**config.mk**
```make
export PLATFORM = sky130hd
export DESIGN_NAME = vend_sequencer
export DESIGN_NICKNAME = d
export VERILOG_FILES = /design/src/rtl/vend_sequencer.sv
export SDC_FILE = /design/constraint.sdc
export NUM_CORES = 1
export LEC_CHECK = 0
export CORE_UTILIZATION = 35
export DETAILED_ROUTE_END_ITERATION = 16
export GPL_ROUTABILITY_DRIVEN = 0
export SYNTH_ARGS = -nofsm -noshare
export SYNTH_HDL_FRONTEND = slang
export SYNTH_SLANG_ARGS = --single-unit
```
**constraint.sdc**
```tcl
create_clock -name clk -period 2.65 [get_ports clk]
set_clock_uncertainty 0.05 [all_clocks]
set_input_delay 0.6625 -clock clk [delete_from_list [all_inputs] [get_ports clk]]
set_output_delay 0.6625 -clock clk [all_outputs]
set_load 0.02 [all_outputs]
```
**src/rtl/vend_sequencer.sv**
```systemverilog
// rtl/vend_sequencer.sv - vending machine transaction sequencer
//
// Purpose: tracks coin credit in nickel units. It runs the dispense handshake
// with the product motor, then pays out change one coin per cycle. It also
// refunds the held credit on cancel or on an inactivity timeout.
//
// Ports:
//   clk, rst_n          clock (rising edge), synchronous active-low reset
//   nickel, dime        coin inserted, one-cycle pulses
//   jolt, buzzWater     product selection, one-cycle pulses
//   cancel              coin-return button, one-cycle pulse
//   dispenseAck         motor done, only looked at in DISPENSE
//   dispenseJolt        Jolt motor request, held until ack
//   dispenseBuzzWater   BuzzWater motor request, held until ack
//   returnNickel        eject one nickel, one-cycle pulse
//   returnDime          eject one dime, one-cycle pulse
//   coinReject          route the current coin back, one-cycle pulse
//   busy                high in DISPENSE or CHANGE
//   credit              current credit in nickels
//   currentState        IDLE=000, CREDIT=001, DISPENSE=010, CHANGE=011

module vend_sequencer #(
  parameter int PRICE_JOLT = 4,
  parameter int PRICE_BW   = 4,
  parameter int CREDIT_MAX = 6,
  parameter int TIMEOUT    = 1000
) (
  input  logic                            clk,
  input  logic                            rst_n,
  input  logic                            nickel,
  input  logic                            dime,
  input  logic                            jolt,
  input  logic                            buzzWater,
  input  logic                            cancel,
  input  logic                            dispenseAck,
  output logic                            dispenseJolt,
  output logic                            dispenseBuzzWater,
  output logic                            returnNickel,
  output logic                            returnDime,
  output logic                            coinReject,
  output logic                            busy,
  output logic [$clog2(CREDIT_MAX+1)-1:0] credit,
  output logic [2:0]                      currentState
);

  localparam int CW  = $clog2(CREDIT_MAX + 1);
  localparam int CW1 = CW + 1;
  localparam int TW  = $clog2(TIMEOUT + 1);

  // Credit arithmetic is done one bit wider so an over-limit sum is visible.
  localparam logic [CW:0]   CMAX = CW1'(CREDIT_MAX);
  localparam logic [CW:0]   PJ   = CW1'(PRICE_JOLT);
  localparam logic [CW:0]   PB   = CW1'(PRICE_BW);
  localparam logic [TW-1:0] TMAX = TW'(TIMEOUT);

  typedef enum logic [2:0] {
    S_IDLE     = 3'b000,
    S_CREDIT   = 3'b001,
    S_DISPENSE = 3'b010,
    S_CHANGE   = 3'b011
  } state_t;

  state_t         state_q, state_d;
  logic [CW-1:0]  credit_q, credit_d;
  logic [TW-1:0]  timer_q, timer_d;
  logic           disp_jolt_q, disp_jolt_d;
  logic           disp_bw_q, disp_bw_d;
  logic           ret_nickel_q, ret_nickel_d;
  logic           ret_dime_q, ret_dime_d;
  logic           reject_q, reject_d;
  logic           busy_q, busy_d;

  logic           coin_any;
  logic           coin_fits;
  logic [CW:0]    coin_val;
  logic [CW:0]    coin_sum;
  logic [CW:0]    sel_price;
  logic           sel_ok;
  logic [CW-1:0]  disp_price;
  logic [CW-1:0]  remain;

  always_comb begin
    // A coin is credited only when exactly one coin line is high and the
    // new total stays within CREDIT_MAX.
    coin_any  = nickel | dime;
    coin_val  = dime ? CW1'(2) : CW1'(1);
    coin_sum  = {1'b0, credit_q} + coin_val;
    coin_fits = coin_any && !(nickel && dime) && (coin_sum <= CMAX);

    // jolt wins when both selection pulses arrive together; affordability
    // is judged against the credit held before any coin of this cycle.
    sel_price = jolt ? PJ : PB;
    sel_ok    = (jolt | buzzWater) && ({1'b0, credit_q} >= sel_price);

    disp_price = disp_jolt_q ? PJ[CW-1:0] : PB[CW-1:0];
    remain     = credit_q - disp_price;

    state_d      = state_q;
    credit_d     = credit_q;
    timer_d      = '0;
    disp_jolt_d  = disp_jolt_q;
    disp_bw_d    = disp_bw_q;
    ret_nickel_d = 1'b0;
    ret_dime_d   = 1'b0;
    reject_d     = 1'b0;

    case (state_q)
      S_IDLE: begin
        if (coin_fits) begin
          credit_d = coin_sum[CW-1:0];
          state_d  = S_CREDIT;
        end
        reject_d = coin_any && !coin_fits;
      end

      S_CREDIT: begin
        if (cancel) begin
          if (coin_fits) credit_d = coin_sum[CW-1:0];
          reject_d = coin_any && !coin_fits;
          state_d  = S_CHANGE;
        end else if (sel_ok) begin
          // The coin is bounced so the price deducted later matches the
          // credit the customer saw when choosing.
          disp_jolt_d = jolt;
          disp_bw_d   = !jolt;
          reject_d    = coin_any;
          state_d     = S_DISPENSE;
        end else if (coin_fits) begin
          credit_d = coin_sum[CW-1:0];
        end else begin
          reject_d = coin_any;
          timer_d  = timer_q + TW'(1);
          if (timer_d == TMAX) state_d = S_CHANGE;
        end
      end

      S_DISPENSE: begin
        reject_d = coin_any;
        if (dispenseAck) begin
          disp_jolt_d = 1'b0;
          disp_bw_d   = 1'b0;
          credit_d    = remain;
          state_d     = (remain != '0) ? S_CHANGE : S_IDLE;
        end
      end

      S_CHANGE: begin
        reject_d = coin_any;
        if (credit_q >= CW'(2)) begin
          ret_dime_d = 1'b1;
          credit_d   = credit_q - CW'(2);
        end else if (credit_q == CW'(1)) begin
          ret_nickel_d = 1'b1;
          credit_d     = '0;
        end
        if (credit_d == '0) state_d = S_IDLE;
      end

      default: state_d = S_IDLE;
    endcase

    busy_d = (state_d == S_DISPENSE) || (state_d == S_CHANGE);
  end

  always_ff @(posedge clk) begin
    if (!rst_n) begin
      state_q      <= S_IDLE;
      credit_q     <= '0;
      timer_q      <= '0;
      disp_jolt_q  <= 1'b0;
      disp_bw_q    <= 1'b0;
      ret_nickel_q <= 1'b0;
      ret_dime_q   <= 1'b0;
      reject_q     <= 1'b0;
      busy_q       <= 1'b0;
    end else begin
      state_q      <= state_d;
      credit_q     <= credit_d;
      timer_q      <= timer_d;
      disp_jolt_q  <= disp_jolt_d;
      disp_bw_q    <= disp_bw_d;
      ret_nickel_q <= ret_nickel_d;
      ret_dime_q   <= ret_dime_d;
      reject_q     <= reject_d;
      busy_q       <= busy_d;
    end
  end

  assign dispenseJolt      = disp_jolt_q;
  assign dispenseBuzzWater = disp_bw_q;
  assign returnNickel      = ret_nickel_q;
  assign returnDime        = ret_dime_q;
  assign coinReject        = reject_q;
  assign busy              = busy_q;
  assign credit            = credit_q;
  assign currentState      = state_q;

endmodule

```
==> summary.txt, run 1 <==
Outcome
  • Status: finished clean

CTS
  • CTS Root Cell: clkbuf_8
  • CTS clk-pin slew, worst paths: roughly 0.080 ns
  • H-tree Lvls: 1
  • TritonCTS Buffers: 3
  • Cts hold-fix bufs: 0
  • Maximum buffer depth of the clock tree: 2
  • CTS tree: done
  • Clock Latency Late Sink: about 0.26 ns
  • Count of clock tree sinks: 22

Pwr
  • LEAKAGE: around 0.65 nW
  • Maximum VDD drop: roughly 0.25 mV
  • Pwr Density: 464 mW/mm²

Final layout
  • FF/Latch Area: between 400 and 500 µm²
  • Fin util: 50.0%
  • Share of cells above drive strength 1: ~16%
  • Final cell count without fillers: 239
  • Fillers: approximately 370
  • Footprint of the multi-input gates: approximately 830 µm²
  • Final #Nets: approximately 210
  • Inserted Diodes: 0
  • Area grow syn2layout: 32.3%

Placed design
  • Placed Cells: between 200 and 250
  • Pre-CTS setup slack: -0.380 ns
  • Port bufs: 19
  • Post-DP HPWL: approximately 2.2 mm

STA
  • Minimum clock period: approximately 2.4 ns
  • Final Max Slew Viols: 0
  • Rel. slew slack: around two thirds
  • Final worst path period share: 90.4%
  • Setup_tns: 0 ns
  • Post-route setup slack: 0.254 ns
  • Hold Worst Slack: ~0.42 ns
  • RSZ-0062 raised after global routing: no
  • Final hold viol count: 0
  • Final setup violation count: 0
  • FMAX: approximately 420 MHz
  • Slew @ Worst Pin: ~0.52 ns

Logic synthesis
  • Dominant synthesized flop cell: dfxtp_1
  • Yosys cell types: between 40 and 50
  • Sequential area share after synthesis: around a third
  • Synth Register Bits: 22
  • Syn nets: between 150 and 200
  • Number of enable flip-flop cells after synthesis: 0
  • Gate Count Post-Synth: between 150 and 200
  • Yosys warns: 0
  • Async SR Flop Fraction: 0%
  • Syn Area/Cell: roughly 8.0 µm²
  • Synth Cell Area: about 0.0013 mm²

Global routing
  • Initial antenna violation count: 0
  • First-pass GRT wire length: roughly 4.9 mm
  • GRT Util Overall: 15.2%
  • Gr ovfl total: 0
  • Vias in the first global route: 1134
  • Largest net degree at the start of global routing: 16

Critical path
  • Crit path required time: about 2.8 ns
  • Crit path max fanout: 4
  • Startpoint types: primary input
  • Slowest-stage cell, CP: fa_2
  • Cell mode on critical path: buf_4
  • Worst stage delay on the critical path: about 0.53 ns
  • Worst path arrival time: 2.55 ns
  • CP endpoint kind: flip-flop
  • Crit-path cells: dlymetal6s2s_1 -> inv_2 -> ha_2 -> inv_1 -> fa_2 -> nand3b_1 -> buf_4 -> nand4_1 -> buf_4 -> a2bb2oi_2 -> a21oi_2
  • Critical path class: in -> reg

Route
  • Initial DRC count: 34
  • Detail Route Antenna Nets: 0
  • Via count: between 1000 and 1500
  • Top Metal Used: met4
  • WL met3: about 130 µm
  • DRC: 0
  • Wire length on met1: approximately 1.3 mm
  • Met2 Routed Length: roughly 1.4 mm
  • Drt wl/cell: approximately 12 µm
  • Avg Vias per Cell: roughly 5.3
  • DR pass1 iterations: 4
  • Final WL: around 2.9 mm

Floorplanning
  • Ports: 20
  • Die area: 0.00400 mm²
  • Initial Util: between 30% and 40%
  • Placement row count: 21
  • Die height: 63.2 µm
  • Core footprint: roughly 0.0035 mm²
  • Die Width: 63.2 µm

Run
  • Max_cap viols: 0

Min path
  • Worst min path class: reg -> reg
==> what timing repair did <==
item                       CTS  global route
setup endpoints to repair   12            17
buffers inserted             0             1
pin swaps                    1             4
gates resized for setup      2             8
==> power by group <==
group / switching, W / internal [W]
registers: 0.00000643 / 0.000336
clock network: 0.000112 / 0.000202
logic: 0.0000760 / 0.0000716
==> final timing paths <==
kind                        startpoint                   endpoint  slack [ns]  depth (start not counted)
max                               dime     credit[0]$_SDFFE_PN0P_        0.25                         11
min          dispenseJolt$_SDFFE_PN0P_  dispenseJolt$_SDFFE_PN0P_        0.42                          2
max reg2reg     credit[2]$_SDFFE_PN0P_            busy$_SDFF_PN0_        0.43                          7
min reg2reg  dispenseJolt$_SDFFE_PN0P_  dispenseJolt$_SDFFE_PN0P_        0.42                          2
==> routing by layer <==
| layer | GRT usage, % | vias up |
|---|---|---|
| met4 | 3.41 | 0 |
| met5 | 0 | - |
| li1 | - | 637 |
| met3 | 2.36 | 2 |
| met1 | 19.6 | 583 |
| met2 | 26.5 | 34 |
==> synth_stat cells (all sizes together) (3+ instances only) <==
library cell	instances	area (µm²)
a21oi	5	25.0
a22oi	3	22.5
a31oi	3	18.8
and3	3	23.8
buf	4	26.3
dfxtp	22	440
ha	6	75.1
inv	12	45.0
nand2	13	48.8
nand3	8	40.0
nor2	24	92.6
nor2b	3	18.8
o21ai	6	30.0
o22ai	3	18.8
xnor2	5	43.8
xor2	4	35.0
==> placed cells by master, fill, tap and decap left out, types with 2 or more instances in the layout <==
| cell type | n |
|---|---|
| nor3b_1 | 2 |
| nand3_1 | 8 |
| o22ai_1 | 3 |
| and4_1 | 2 |
| nor2_1 | 23 |
| a21boi_0 | 2 |
| xnor2_1 | 5 |
| o21ai_0 | 6 |
| and3_1 | 2 |
| a31oi_1 | 3 |
| ha_1 | 5 |
| clkdlybuf4s50_1 | 18 |
| nor3_1 | 2 |
| nand4_1 | 2 |
| a21oi_1 | 4 |
| nand2_1 | 13 |
| xor2_1 | 4 |
| nand3b_1 | 2 |
| a22oi_1 | 3 |
| o211ai_1 | 2 |
| a21o_1 | 2 |
| dfxtp_1 | 22 |
| buf_4 | 13 |
| nor2b_1 | 3 |
| inv_1 | 11 |
| clkbuf_8 | 3 |
==> logic make-up (layout without fill, tap and decap cells) <==
family,count (synthesis),after routing,synth area share [%]
AND/OR/NAND/NOR,68,68,26.4
AO/OA/AOI/OAI,36,36,18.8
flip-flops,22,22,33.6
buffers and inverters,18,48,6.01
XOR/XNOR,9,9,6.01
adder cells (fa/ha/maj),7,7,7.25
multiplexers,2,2,1.62
other,1,1,0.286
==> flip-flops by register name, indices dropped and copies added (netlist names) <==
register and flops:
currentState 3, busy 1, credit 3, returnNickel 1, returnDime 1, dispenseJolt 1, dispenseBuzzWater 1, timer_q 10
coinReject 1
==> worst max-delay path: cells and delay by family <==
family,cells,cell delay [ns]
and+or+nand+nor,2,0.32
adders and majority gates,2,0.70
buffers and inverters,5,0.57
AOI/OAI and AO/OA,2,0.29
==> final cells by class <==
cell class / count / area share (%)
Inverter: 12 / 2.60
Timing Repair Buffer: 32 / 16.7
Clock inverter: 1 / 1.73
Tap cell: 46 / 3.32
Sequential cell: 22 / 25.4
Multi-Input combinational cell: 123 / 47.9
Clock buffer: 3 / 2.38
==> stage by stage <==
step / area (µm²) / total power [W]
5_1_grt: 1740 / 0.000838
2_1_floorplan: 1310 / 0.000427
3_5_place_dp: 1620 / 0.000485
6_report: 1740 / 0.000804
4_1_cts: 1700 / 0.000799
3_3_place_gp: 1620 / 0.000483
Note: power is estimated with default switching activity, not from simulation.
==> run 2, diff against run 1 <==
Settings changed: CORE_ASPECT_RATIO set to 0.7.
==> run 2 against run 1 <==
Effect of this change:
- worst hold slack worse by 0.0087 ns
- flip-flop and latch count unchanged
- via count down 0.32%
- sequential power about the same
- cell area down 2.7%
- clock-buffer cell count unchanged
- global-route usage up 2.9 points
- critical endpoint is now timer_q[6]$_SDFF_PP0_
- largest cell class unchanged
==> summary.txt, run 2 (synthesized netlist as in run 1, its figures left out) <==
Outcome
  • Status: finished clean (unchanged)

STA
  • Final hold viol count: 0 (unchanged)
  • Final worst path period share: 94.3% (was 90.4%)
  • FMAX: 400 MHz (was 417 MHz)
  • RSZ-0062 raised after global routing: no (unchanged)
  • Final Max Slew Viols: 0 (unchanged)
  • Final setup violation count: 0 (unchanged)
  • Minimum clock period: 2.50 ns (was 2.40 ns)

Final layout
  • Post-route cell area: 0.00169 mm² (was 0.00174 mm²)
  • Biggest register: timer_q (unchanged)
  • Commonest non-fill, non-tap cell in the layout: nor2_1 (unchanged)
  • Most frequent cells in the layout: nor2_1, dfxtp_1, clkdlybuf4s50_1 (unchanged)
  • Final #Nets: 208 (was 209)
  • Max reg flops: 10 (unchanged)
  • Inserted Diodes: 0 (unchanged)
  • Share of cells above drive strength 1: 12.0% (was 15.5%)
  • Area grow syn2layout: 28.7% (was 32.3%)
  • Fin util: 47.4% (was 50.0%)

Pwr
  • Seq pwr share: 50.0% (was 42.6%)
  • Internal power: 0.000507 W (was 0.000610 W)
  • Sw Pwr: 0.000185 W (was 0.000195 W)
  • LEAKAGE: 0.643 nW (was 0.653 nW)
  • Switch share: 26.7% (was 24.2%)
  • Clock power share: 29.4% (was 39.0%)
  • Maximum VDD drop: 0.334 mV (was 0.253 mV)
  • Comb pwr share: 20.6% (was 18.3%)
  • Pwr Density: 410 mW/mm² (was 464 mW/mm²)

CTS
  • Count of clock tree sinks: 22 (unchanged)
  • Cts hold-fix bufs: 0 (unchanged)
  • TritonCTS Buffers: 3 (unchanged)
  • CTS tree: done (unchanged)
  • H-tree Lvls: 1 (unchanged)
  • Clock Latency Late Sink: 0.26 ns (about the same)
  • Maximum buffer depth of the clock tree: 2 (unchanged)
  • CTS Root Cell: clkbuf_8 (unchanged)
  • CTS clk-pin slew, worst paths: 0.07 ns (was 0.08 ns)

Global routing
  • Initial antenna violation count: 0 (unchanged)
  • Gr ovfl total: 0 (unchanged)
  • GRT Util Overall: 18.1% (was 15.2%)
  • Vias in the first global route: 1111 (was 1134)
  • Largest net degree at the start of global routing: 16 (unchanged)
  • First-pass GRT wire length: 5.29 mm (was 4.93 mm)

Critical path
  • Worst path arrival time: 2.64 ns (was 2.55 ns)
  • Crit path required time: 2.80 ns (about the same)
  • Crit path max fanout: 10 (was 4)
  • Slowest-stage cell, CP: fa_1 (was fa_2)
  • Worst r2r dst: currentState[1]$_SDFF_PN0_ (was busy$_SDFF_PN0_)
  • Reg2Reg Depth: 7 (unchanged)
  • Worst R2R Setup Slack: 0.48 ns (was 0.43 ns)
  • Cell mode on critical path: inv_1 (was buf_4)
  • Worst stage delay on the critical path: 0.40 ns (was 0.53 ns)
  • Crit-path cells: dlygate4sd2_1 -> inv_1 -> ha_1 -> inv_1 -> fa_1 -> xnor2_2 -> nand3b_1 -> and3_4 -> or3_4 -> nor2_1 (was dlymetal6s2s_1 -> inv_2 -> ha_2 -> inv_1 -> fa_2 -> nand3b_1 -> buf_4 -> nand4_1 -> buf_4 -> a2bb2oi_2 -> a21oi_2)
  • Worst flop-to-flop path startpoint: credit[2]$_SDFFE_PN0P_ (unchanged)
  • Startpoint types: primary input (unchanged)
  • Critical path class: in -> reg (unchanged)
  • CP endpoint kind: flip-flop (unchanged)

Route
  • Avg Vias per Cell: 5.20 (was 5.26)
  • Detail Route Antenna Nets: 0 (unchanged)
  • DRC: 0 (unchanged)
  • Via count: 1252 (was 1256)
  • Drt wl/cell: 13.3 µm (was 12.3 µm)
  • DR pass1 iterations: 4 (unchanged)
  • Final WL: 3.20 mm (was 2.93 mm)
  • Initial DRC count: 119 (was 34)

Min path
  • Hold path startpoint: dispenseBuzzWater$_SDFFE_PN0P_ (was dispenseJolt$_SDFFE_PN0P_)
  • Worst min path class: reg -> reg (unchanged)
  • Hold Path End: dispenseBuzzWater$_SDFFE_PN0P_ (was dispenseJolt$_SDFFE_PN0P_)
  • Worst hold path stage count: 2 (unchanged)

Placed design
  • DP Area: 0.00161 mm² (was 0.00162 mm²)
  • Port bufs: 19 (unchanged)
  • Post-DP HPWL: 2.41 mm (was 2.23 mm)

Floorplanning
  • Die height: 53.2 µm (was 63.2 µm)
  • Ports: 20 (unchanged)
  • Placement row count: 18 (was 21)
  • Core footprint: 0.00356 mm² (was 0.00347 mm²)
  • Initial Util: 36.8% (was 37.8%)
  • Die area: 0.00400 mm² (about the same)
  • Die Width: 75.2 µm (was 63.2 µm)

Run
  • Max_cap viols: 0 (unchanged)
-- run 2: worst max-delay path: cells and delay by family --
family	cells	cell delay [ns]
buf+inv	3	0.38
fa+ha+maj	2	0.57
simple gates	4	0.85
xor+xnor	1	0.17
-- run 2: cell type report --
| class | count | area [µm²] |
|---|---|---|
| clock buffers | 3 | 41.3 |
| inverters | 12 | 45.0 |
| flip-flops and latches | 22 | 440 |
| multi-input cells | 123 | 820 |
| well taps | 50 | 62.6 |
| repair buffers | 31 | 279 |
| fillers | 364 | 1870 |
-- run 2: layer usage --
| metal | global-route usage, % | routed length, µm | vias up |
|---|---|---|---|
| li1 | - | - | 633 |
| met1 | 26.8 | 1680 | 582 |
| met2 | 25.7 | 1320 | 33 |
| met3 | 4.38 | 162 | 4 |
| met4 | 5.25 | 35 | 0 |
| met5 | 0 | 0 | - |
-- run 2: power by group through the flow --
| stage | registers, W | clock network (W) | logic, W |
|---|---|---|---|
| floorplan | 0.000359 | 0 | 0.0000687 |
| global placement | 0.000353 | 0 | 0.000132 |
| detailed placement | 0.000353 | 0 | 0.000134 |
| CTS | 0.000345 | 0.000211 | 0.000140 |
| global route | 0.000347 | 0.000222 | 0.000158 |
| finish | 0.000346 | 0.000203 | 0.000142 |
-- run 2: what timing repair did --
item                                    CTS  global route
gates resized for setup                   5             0
endpoints found under the setup margin   12             0
setup buffers                             1             0
-- run 2: worst max path at each step --
stage / from / end / slack, ns / cells after the start
6_report: dime / timer_q[6]$_SDFF_PP0_ / 0.15 / 10
5_1_grt: dime / credit[1]$_SDFFE_PN0P_ / 0.01 / 11
4_1_cts: dime / timer_q[6]$_SDFF_PP0_ / 0.18 / 10
3_5_place_dp: dime / timer_q[4]$_SDFF_PP0_ / -0.43 / 9
3_3_place_gp: dime / timer_q[4]$_SDFF_PP0_ / -0.34 / 9
2_1_floorplan: dime / timer_q[2]$_SDFF_PP0_ / 0.18 / 10
-- run 2: per-stage QoR --
step	cells	power [W]	hold WS, ns	setup slack [ns]	TNS (ns)
3_5_place_dp	237	0.000487	0.408	-0.426	-6.05
5_1_grt	241	0.000727	0.445	0.00958	0
4_1_cts	241	0.000697	0.419	0.182	0
6_report	241	0.000691	0.413	0.152	0
2_1_floorplan	163	0.000427	0.387	0.185	0
3_3_place_gp	237	0.000485	0.399	-0.339	-4.60
==> run 3, diff against run 2 <==
Settings changed: SETUP_SLACK_MARGIN set to 0.2.
==> run 3 against run 2 <==
Effect of this change:
- clock power barely moved
- critical endpoint is now credit[1]$_SDFFE_PN0P_
- largest power group unchanged
- non-clock buffer count rose by 4
- first-iteration DRC count rose by 17%
- sequential share of layout area fell by 0.93 points
- cell area rose by 3.7%
- highest routed layer unchanged
- core utilization rose by 1.8 points
- critical path depth did not move
- combinational power rose by 11%
==> summary.txt, run 3 (synthesized netlist as in run 1, its figures left out) <==
Critical path
  • Worst R2R Setup Slack: 0.53 ns (was 0.48 ns)
  • Cell mode on critical path: buf_4 (was inv_1)
  • Crit path max-delay family: adder cells (was simple AND/OR/NAND/NOR gates)
  • Crit path max fanout: 4 (was 10)
  • Crit-path cells: dlygate4sd2_1 -> inv_2 -> ha_2 -> inv_1 -> fa_2 -> nand3b_1 -> nand4_1 -> buf_4 -> buf_4 -> a211oi_1 (was dlygate4sd2_1 -> inv_1 -> ha_1 -> inv_1 -> fa_1 -> xnor2_2 -> nand3b_1 -> and3_4 -> or3_4 -> nor2_1)
  • CP endpoint kind: flip-flop (unchanged)
  • Critical path class: in -> reg (unchanged)
  • Worst stage delay on the critical path: 0.53 ns (was 0.40 ns)
  • Crit path buf inv count: 5 (was 3)
  • Worst path arrival time: 2.46 ns (was 2.64 ns)
  • Startpoint types: primary input (unchanged)
  • Slowest-stage cell, CP: fa_2 (was fa_1)
  • Crit path required time: 2.77 ns (was 2.80 ns)

Global routing
  • Gr ovfl total: 0 (unchanged)
  • Vias in the first global route: 1060 (was 1111)
  • First-pass GRT wire length: 5.33 mm (was 5.29 mm)
  • GRT Util Overall: 18.5% (was 18.1%)
  • Largest net degree at the start of global routing: 16 (unchanged)
  • Initial antenna violation count: 0 (unchanged)

STA
  • Hold Worst Slack: 0.415 ns (was 0.413 ns)
  • Minimum clock period: 2.34 ns (was 2.50 ns)
  • Final Max Slew Viols: 0 (unchanged)
  • RSZ-0062 raised after global routing: no (unchanged)
  • Setup_tns: 0 ns (unchanged)
  • Post-route setup slack: 0.312 ns (was 0.152 ns)
  • Final hold viol count: 0 (unchanged)
  • FMAX: 428 MHz (was 400 MHz)
  • Final worst path period share: 88.2% (was 94.3%)
  • Final setup violation count: 0 (unchanged)

Route
  • Via count: 1276 (was 1252)
  • DRC: 0 (unchanged)
  • Initial DRC count: 139 (was 119)
  • Avg Vias per Cell: 5.19 (was 5.20)
  • Final WL: 3.29 mm (was 3.20 mm)
  • Drt wl/cell: 13.4 µm (was 13.3 µm)
  • Detail Route Antenna Nets: 0 (unchanged)
  • DR pass1 iterations: 4 (unchanged)

CTS
  • Clock Latency Late Sink: 0.26 ns (about the same)
  • CTS clk-pin slew, worst paths: 0.07 ns (about the same)
  • CTS tree: done (unchanged)
  • TritonCTS Buffers: 3 (unchanged)
  • Count of clock tree sinks: 22 (unchanged)
  • Maximum buffer depth of the clock tree: 2 (unchanged)
  • CTS Root Cell: clkbuf_8 (unchanged)
  • Cts hold-fix bufs: 0 (unchanged)
  • H-tree Lvls: 1 (unchanged)

Pwr
  • Sw Pwr: 0.000187 W (was 0.000185 W)
  • Internal power: 0.000516 W (was 0.000507 W)
  • Maximum VDD drop: 0.198 mV (was 0.334 mV)
  • Comb pwr share: 22.5% (was 20.6%)
  • Switch share: 26.6% (was 26.7%)
  • Pwr Density: 401 mW/mm² (was 410 mW/mm²)
  • LEAKAGE: 0.666 nW (was 0.643 nW)
  • Seq pwr share: 48.9% (was 50.0%)
  • Clock power share: 28.6% (was 29.4%)

Final layout
  • Final #Nets: 213 (was 208)
  • Inserted Diodes: 0 (unchanged)
  • Most frequent cells in the layout: dfxtp_1, nor2_1, clkdlybuf4s50_1 (was nor2_1, dfxtp_1, clkdlybuf4s50_1)
  • Biggest register: timer_q (unchanged)
  • Commonest non-fill, non-tap cell in the layout: dfxtp_1 (was nor2_1)
  • Share of cells above drive strength 1: 17.9% (was 12.0%)
  • Fin util: 49.2% (was 47.4%)
  • Max reg flops: 10 (unchanged)
  • Fillers: 358 (was 364)
  • Area grow syn2layout: 33.5% (was 28.7%)
  • Post-route cell area: 0.00175 mm² (was 0.00169 mm²)

Placed design
  • Post-DP HPWL: 2.42 mm (was 2.41 mm)
  • Port bufs: 19 (unchanged)
  • DP Area: 0.00162 mm² (was 0.00161 mm²)
  • Pre-CTS setup slack: -0.444 ns (was -0.426 ns)

Floorplanning
  • Core footprint: 0.00356 mm² (unchanged)
  • Initial Util: 36.8% (unchanged)
  • Die area: 0.00400 mm² (unchanged)
  • Die Width: 75.2 µm (unchanged)
  • Die height: 53.2 µm (unchanged)
  • Placement row count: 18 (unchanged)
  • Ports: 20 (unchanged)

Run
  • Max_cap viols: 0 (unchanged)

Outcome
  • Status: finished clean (unchanged)

Min path
  • Worst min path class: reg -> reg (unchanged)
## run 3: changes by cell type in the layout (fill, tap and decap cells not counted), sizes merged
cell  previous run  this run
or3              2         3
buf             12        16
## run 3: worst paths after layout
kind / start / endpoint / depth (start not counted)
setup reg to reg: credit[2]$_SDFFE_PN0P_ / currentState[1]$_SDFF_PN0_ / 7
hold / removal: dispenseBuzzWater$_SDFFE_PN0P_ / dispenseBuzzWater$_SDFFE_PN0P_ / 2
hold reg to reg: dispenseBuzzWater$_SDFFE_PN0P_ / dispenseBuzzWater$_SDFFE_PN0P_ / 2
setup / recovery: dime / credit[1]$_SDFFE_PN0P_ / 10
## run 3: repair_timing
item / 4_1_cts / 5_1_grt
buffers inserted: 3 / 2
pin swaps: 4 / 3
cloned: 1 / 0
gates resized for setup: 5 / 6
endpoints found under the setup margin: 17 / 15
## run 3: layout make-up
class                      instances  area (µm²)  area share (%)
multi-input combinational        124         852            48.7
sequential                        22         440            25.2
timing repair buffer              35         309            17.7
tap                               50        62.6            3.57
inverter                          12        45.0            2.57
clock buffer                       3        41.3            2.36
## run 3: power by group through the flow
stage	registers, W	clock network [W]	logic, W
2_1_floorplan	0.000359	0	0.0000690
3_3_place_gp	0.000351	0	0.000137
3_5_place_dp	0.000351	0	0.000139
4_1_cts	0.000343	0.000211	0.000146
5_1_grt	0.000344	0.000225	0.000172
6_report	0.000343	0.000201	0.000158
## run 3: metal layers
metal | vias to the layer above | routed length, µm | part of all wire (%) | global-route usage, %
met2 | 38 | 1380 | 42 | 25.5
met5 | - | 0 | 0 | 0
li1 | 648 | - | - | -
met4 | 0 | 52 | 1.6 | 6.79
met1 | 584 | 1630 | 50 | 27.4
met3 | 6 | 225 | 6.8 | 4.19
## run 3: stage by stage
stage / cells / total power, W
floorplan: 163 / 0.000428
global placement: 237 / 0.000488
detailed placement: 237 / 0.000490
CTS: 244 / 0.000700
global route: 246 / 0.000741
finish: 246 / 0.000703
## run 3: worst min-delay path, stage by stage, from the launching register on
cell and delay [ns]:
dfxtp_1 0.31, nand2_1 0.05, o22ai_1 0.05
